===== config.mk =====
export PLATFORM = sky130hd
export DESIGN_NAME = ap_mac_acc_8b
export DESIGN_NICKNAME = d
export VERILOG_FILES = /design/src/rtl/ap_mac_acc_8b.sv
export SDC_FILE = /design/constraint.sdc
export NUM_CORES = 1
export LEC_CHECK = 0
export BUFFER_PORTS_ARGS = -buffer_cell sky130_fd_sc_hd__buf_2
export CAP_MARGIN = 20
export CORE_ASPECT_RATIO = 1.75
export CORE_MARGIN = 3
export CORE_UTILIZATION = 52
export DETAILED_ROUTE_END_ITERATION = 8
export PLACE_DENSITY = 0.77
export SYNTH_ARGS = -nofsm -noshare
export SYNTH_HDL_FRONTEND = slang
export SYNTH_SLANG_ARGS = --single-unit
export TNS_END_PERCENT = 100

===== constraint.sdc =====
create_clock -name clk -period 2.5 [get_ports clk]
set_clock_uncertainty 0.2 [all_clocks]
set_input_delay 0.25 -clock clk [delete_from_list [all_inputs] [get_ports clk]]
set_output_delay 0.25 -clock clk [all_outputs]
set_load 0.005 [all_outputs]

===== src/rtl/ap_mac_acc_8b.sv =====
// ap_mac_acc_8b: saturating accumulator summing a programmable count of signed products behind valid/ready handshakes
module ap_mac_acc_8b #(
  parameter int ACC_W = 24,
  parameter int LEN_W = 8
) (
  input  logic             clk,
  input  logic             rst_n,
  input  logic             start,
  input  logic [LEN_W-1:0] len,
  input  logic             prod_vld,
  output logic             prod_rdy,
  input  logic [15:0]      prod,
  output logic             res_vld,
  input  logic             res_rdy,
  output logic [ACC_W-1:0] res,
  output logic             sat,
  output logic             busy
);
  typedef enum logic [1:0] {IDLE, ACC, DONE} state_t;
  state_t state;
  logic [ACC_W-1:0] acc;
  logic [LEN_W-1:0] cnt;
  logic [ACC_W:0] sum;
  logic ovf;
  logic [ACC_W-1:0] clamp;
  assign sum = {acc[ACC_W-1], acc} + {{(ACC_W-15){prod[15]}}, prod};
  // overflow whenever the two top bits of the widened sum disagree
  assign ovf = sum[ACC_W] ^ sum[ACC_W-1];
  assign clamp = sum[ACC_W] ? {1'b1, {(ACC_W-1){1'b0}}} : {1'b0, {(ACC_W-1){1'b1}}};
  assign res = acc;
  always_ff @(posedge clk) begin
    if (!rst_n) begin
      state <= IDLE;
      acc <= '0;
      cnt <= '0;
      sat <= 1'b0;
      prod_rdy <= 1'b0;
      res_vld <= 1'b0;
      busy <= 1'b0;
    end else begin
      case (state)
        IDLE: if (start) begin
          acc <= '0;
          sat <= 1'b0;
          cnt <= len;
          busy <= 1'b1;
          state <= (len != '0) ? ACC : DONE;
          prod_rdy <= len != '0;
          res_vld <= len == '0;
        end
        ACC: if (prod_vld) begin
          acc <= ovf ? clamp : sum[ACC_W-1:0];
          sat <= sat | ovf;
          cnt <= cnt - LEN_W'(1);
          if (cnt == LEN_W'(1)) begin
            state <= DONE;
            prod_rdy <= 1'b0;
            res_vld <= 1'b1;
          end
        end
        DONE: if (res_rdy) begin
          state <= IDLE;
          res_vld <= 1'b0;
          busy <= 1'b0;
        end
        default: state <= IDLE;
      endcase
    end
  end
endmodule


# Yosys cells after proc, flatten, opt, wreduce, memory -nomap -nowiden
# Index checks and enable logic that the tools add are counted.
dict set report classes {
  n_addsub 2
  n_eq_ne 7
  mux 28
  n_bitwise 2
  reduce_logical 11
}
# operator n
set ops {}
lappend ops {{$mux W24} 4}
lappend ops {{$pmux W24 S2} 1}
lappend ops {{$add A24 B16 Y25} 1}
lappend ops {{$mux W8} 2}
lappend ops {{$pmux W8 S2} 1}
lappend ops {{$mux W1} 10}
lappend ops {{$mux W2} 5}
lappend ops {{$eq A8 B1 Y1 const B} 1}
lappend ops {{$logic_not A8 Y1} 1}
lappend ops {{$ne A2 B2 Y1 const B} 4}
lappend ops {{$reduce_and A4 Y1} 2}
lappend ops {{$reduce_bool A8 Y1} 1}
lappend ops {{$sub A8 B1 Y8 const B} 1}
lappend ops {{$pmux W1 S2} 3}
lappend ops {{$pmux W2 S3} 1}
lappend ops {{$reduce_and A3 Y1} 2}
lappend ops {{$reduce_and A5 Y1} 1}
lappend ops {{$reduce_bool A2 Y1} 2}
lappend ops {{$pmux W1 S3} 1}
lappend ops {{$reduce_bool A3 Y1} 1}
lappend ops {{$eq A2 B1 Y1 const B} 1}
lappend ops {{$eq A2 B2 Y1 const B} 1}
lappend ops {{$logic_not A2 Y1} 1}
lappend ops {{$or A1 B1 Y1} 1}
lappend ops {{$xor A1 B1 Y1} 1}
dict set report word_totals {
  reg_bits 38
  inputBits 29
  out_inout_bits 28
  wordCells 57
}

# Logic depth before layout (Yosys ltp)
dict set report depth {
  word_depth 5
  mapped_depth 11
  mapped_depth_nobuf 10
}

# Worst setup path after synthesis
# Ideal clock, no wire load.
dict set report synth_path {
  kind {register to register}
  startpoint {reg acc[0], in the netlist res[0]}
  endpoint {reg acc[17], in the netlist res[17]}
  setup_ns 0.141
  t_arrival_ns 2.418
  required_time_ns 2.159
  slack_ns -0.259
  stages_incl_launch_ff 11
  n_path_buf 0
  period_less_slack_ns 2.759
  path_cell_list {dfxtp_1 ha_1 fa_1 a21oi_1 o22ai_1 a21oi_1 o21ai_2 a31oi_1 xor2_2 o41ai_1 a21oi_1}
}
dict set report synth_via {
  elab_chain_cells 5
  elab_cells_between_ends 6
  classes_between {add/sub (1); mux (4); bitwise (1)}
}
# item line_no
set synth_lines {}
lappend synth_lines {{start, declared} 21} ;# logic [ACC_W-1:0] acc;
lappend synth_lines {{start signal, assigned} 52} ;# acc <= ovf ? clamp : sum[ACC_W-1:0];
lappend synth_lines {{$add A24 B16 Y25 *} 26} ;# assign sum = {acc[ACC_W-1], acc} + {{(ACC_W-15){prod[15]}}, prod};
lappend synth_lines {{$mux W24 or $xor A1 B1 Y1 (tied branches)} {29, 28}}
lappend synth_lines {{$mux W24 *} 52}
lappend synth_lines {{$mux W24 *} 51} ;# ACC: if (prod_vld) begin
lappend synth_lines {{$pmux W24 S2 *} 41} ;# case (state)
# Every way passes the cells marked *; elsewhere a longest branch is shown, timed or not. The select of a mux whose other input is x is not followed.
# A chain may end at the register's enable or synchronous reset.

# Worst setup path after layout
dict set report layout_path {
  startpoint {reg acc[0], in the netlist res[0]}
  endpoint {reg acc[2], in the netlist res[2]}
}
# Same word-level chain as after synthesis.

==> qor.txt <==
cell types occupying the most area after synthesis = dfxtp_1 23%, ha_1 12%, a21oi_1 5.9%
Max-slew headroom = 58.2%
cell type with the highest aggregate area in the netlist = dfxtp_1
worst endpoint required time = 2540 ps
antenna diode count = 0
number of distinct library cells after synthesis = 59
final worst path period need = 2780 ps
average wire per cell in the routed design = 17.1 um
clock tree root buffer cell = clkbuf_8
floorplan die area = 7270 sq um
Worst Path Max Fanout = 8
CP cell instances = ha_4 > buf_4 > a211oi_4 > nor3_2 > o21ai_2 > nand4b_4 > a211oi_4 > xor2_2 > buf_6 > o21ai_1 > a21oi_1
Post-synth EDFFs = 0
final period utilization = 111%
Total Wirelength = 10800 um
maximum cell stage delay along the critical path = 340 ps
clock tree sinks = 38
clock network latency to the later pin of the worst-skew pair = 310 ps
number of buffer and inverter stages on the critical path = 2
Yosys reg bits = 38
NumNets Final = 615
vertical die dimension = 111 um
worst supply voltage drop on vdd = 0.000454 V
post-synthesis async set-or-reset flop share = 0%
Vias = 3835
vias per cell = 6.06
depth of the CTS H-tree = 2
IO Pins = 57
start-to-end type of the worst setup path = flop to flop
count of nets left with antenna violations after detail routing = 0
kind of capture point of the worst setup path = flop
cell with the most instances after synthesis = nand2_1
final routed DRC violation total = 0
initial antenna violation count = 0
standard-cell row count = 37
total placed instance area = 4220 sq um
number of instances in the synthesized netlist = 411
Critical Path Source Type = flop
top achievable clock speed = 359 MHz
floorplan die width = 65.8 um
area of the mapped netlist = 3250 sq um
area of the core = 5970 sq um
clock tree buffer depth = 2
first-iteration detailed-routing DRC count = 247
fraction of layout cells with a size suffix above 1 = 41.6%
estimated wirelength of the detail-placed design = 7590 um
Max Cap Violations = 0
hold violation total from the final report = 0
post-synth top area share = 23.4%
status = finished with violations
routability congestion estimate from global placement = 0.907
top flip-flop cell by instance count after synthesis = dfxtp_1
setup TNS = -5190 ps
DRT Pass-1 Iters = 5
fill cell count = 429
Initial Util = 54.4%
violated checks = setup timing
number of clock buffers inserted by TritonCTS = 5
overflow left after global routing = 0
largest net degree at the start of global routing = 19
setup repair after global routing missed its margin = true
Port Buffers = 56
critical path's top delay family = compound AO/OA/AOI/OAI gates
Reg clk slew, reported paths = 70 ps
net count of the mapped netlist = 471
share of the yosys chip area belonging to registers = 23.4%
cell mode on critical path = a211oi_4
global router's overall resource usage = 29.7%
Ys Warns = 0
pwr/cell area = 639 nW/um^2
clock tree from TritonCTS = yes
fin. max-slew vios = 0
Crit-path slowest cell = dfxtp_2
data arrival time at the worst-slack endpoint = 2820 ps
Syn Area/Cell = 7.91 sq um
via count of the first global-routing pass = 3959
measured slew at the worst slew-check pin = 621 ps
Hold/Removal Path Class = primary input to flop
Final WS setup = -283 ps
most instantiated cells after synthesis = 44 x nand2_1, 38 x a21oi_1, 38 x dfxtp_1, 30 x ha_1, 28 x nor2_1
leak pwr = 0.00201 uW
post-route design area = 4580 sq um
Area growth syn-to-layout = 41.0%
first-pass GRT wire length = 17200 um
number of endpoints failing setup at the final stage = 24
==> cell type report <==
| type | count | area [sq um] | area share [%] |
|---|---|---|---|
| well taps | 78 | 97.6 | 2.13 |
| multi-input cells | 338 | 2520 | 55.0 |
| inverters | 14 | 52.6 | 1.15 |
| flip-flops and latches | 38 | 763 | 16.7 |
| repair buffers | 158 | 1070 | 23.3 |
| clock inverters | 2 | 10.0 | 0.219 |
| clock buffers | 5 | 68.8 | 1.50 |
==> power breakdown <==
| part | internal (uW) | total, uW | switching [uW] |
|---|---|---|---|
| clock network | 188 | 432 | 244 |
| registers | 723 | 826 | 103 |
| logic | 739 | 1670 | 931 |
| total | 1650 | 2930 | 1280 |
==> tightest hold or removal path, delay by kind of cell <==
| family | cells | cell delay, ps |
|---|---|---|
| AND/OR/NAND/NOR | 2 | 100 |
| buffers and inverters | 1 | 90 |
| AO/OA/AOI/OAI | 1 | 50 |
==> flip-flops by register name (all words and copies together), names as in the netlist <==
signal,count
res_vld,1
res,24
sat,1
state,2
prod_rdy,1
busy,1
cnt,8
==> timing repair <==
action	in CTS	in global routing
setup endpoints to repair	24	25
resized for setup	18	19
setup buffers	8	1
pin swaps	44	12
cloned	0	1
hold buffers	1	0
hold endpoints to repair	1	0
==> metrics by stage <==
| step | worst slack, ps | utilization (%) | hold slack (ps) | std cells | power [uW] |
|---|---|---|---|---|---|
| floorplan | -28.2 | - | 190 | 411 | 1790 |
| global placement | -195 | 70.6 | 262 | 615 | 2300 |
| detailed placement | -282 | 70.6 | 270 | 615 | 2340 |
| CTS | -160 | 75.0 | 29.7 | 631 | 2850 |
| global route | -352 | 76.7 | 41.6 | 633 | 3120 |
| finish | -283 | 76.7 | 23.1 | 633 | 2930 |
==> cells in the final DEF (no fill, tap or decap), drive strengths merged, types with 7 or more instances in the layout <==
cell type  instances
ha                30
dfxtp             38
nand4              7
xnor2             13
nor3               8
nand2             44
nor2              29
nand3             11
a21oi             49
a21boi             9
buf              156
nand2b             7
inv               14
a211oi            14
o21ai             51
==> final timing paths <==
path              startpoint      to  slack [ps]  depth (start not counted)
hold reg to reg         busy    busy         280                          2
setup / recovery      res[0]  res[2]        -280                         11
setup reg to reg      res[0]  res[2]        -280                         11
hold / removal       res_rdy    busy          20                          4
==> routing by layer <==
layer | up-vias | track usage [%] | share of wire [%]
met4 | 0 | 21.1 | 6.7
met2 | 184 | 54.3 | 53
li1 | 1788 | - | -
met1 | 1794 | 27.7 | 35
met3 | 69 | 5.60 | 5.5
met5 | - | 0 | 0
==> logic make-up after synthesis <==
group | after synthesis | share of synthesized area [%]
multiplexers | 1 | 0.308
XOR/XNOR | 17 | 4.81
AND/OR/NAND/NOR | 134 | 21.4
adder cells (fa/ha/maj) | 31 | 12.2
flip-flops | 38 | 23.4
AO/OA/AOI/OAI | 155 | 32.1
buffers and inverters | 35 | 5.78
Power figures use the tool's default switching activity.
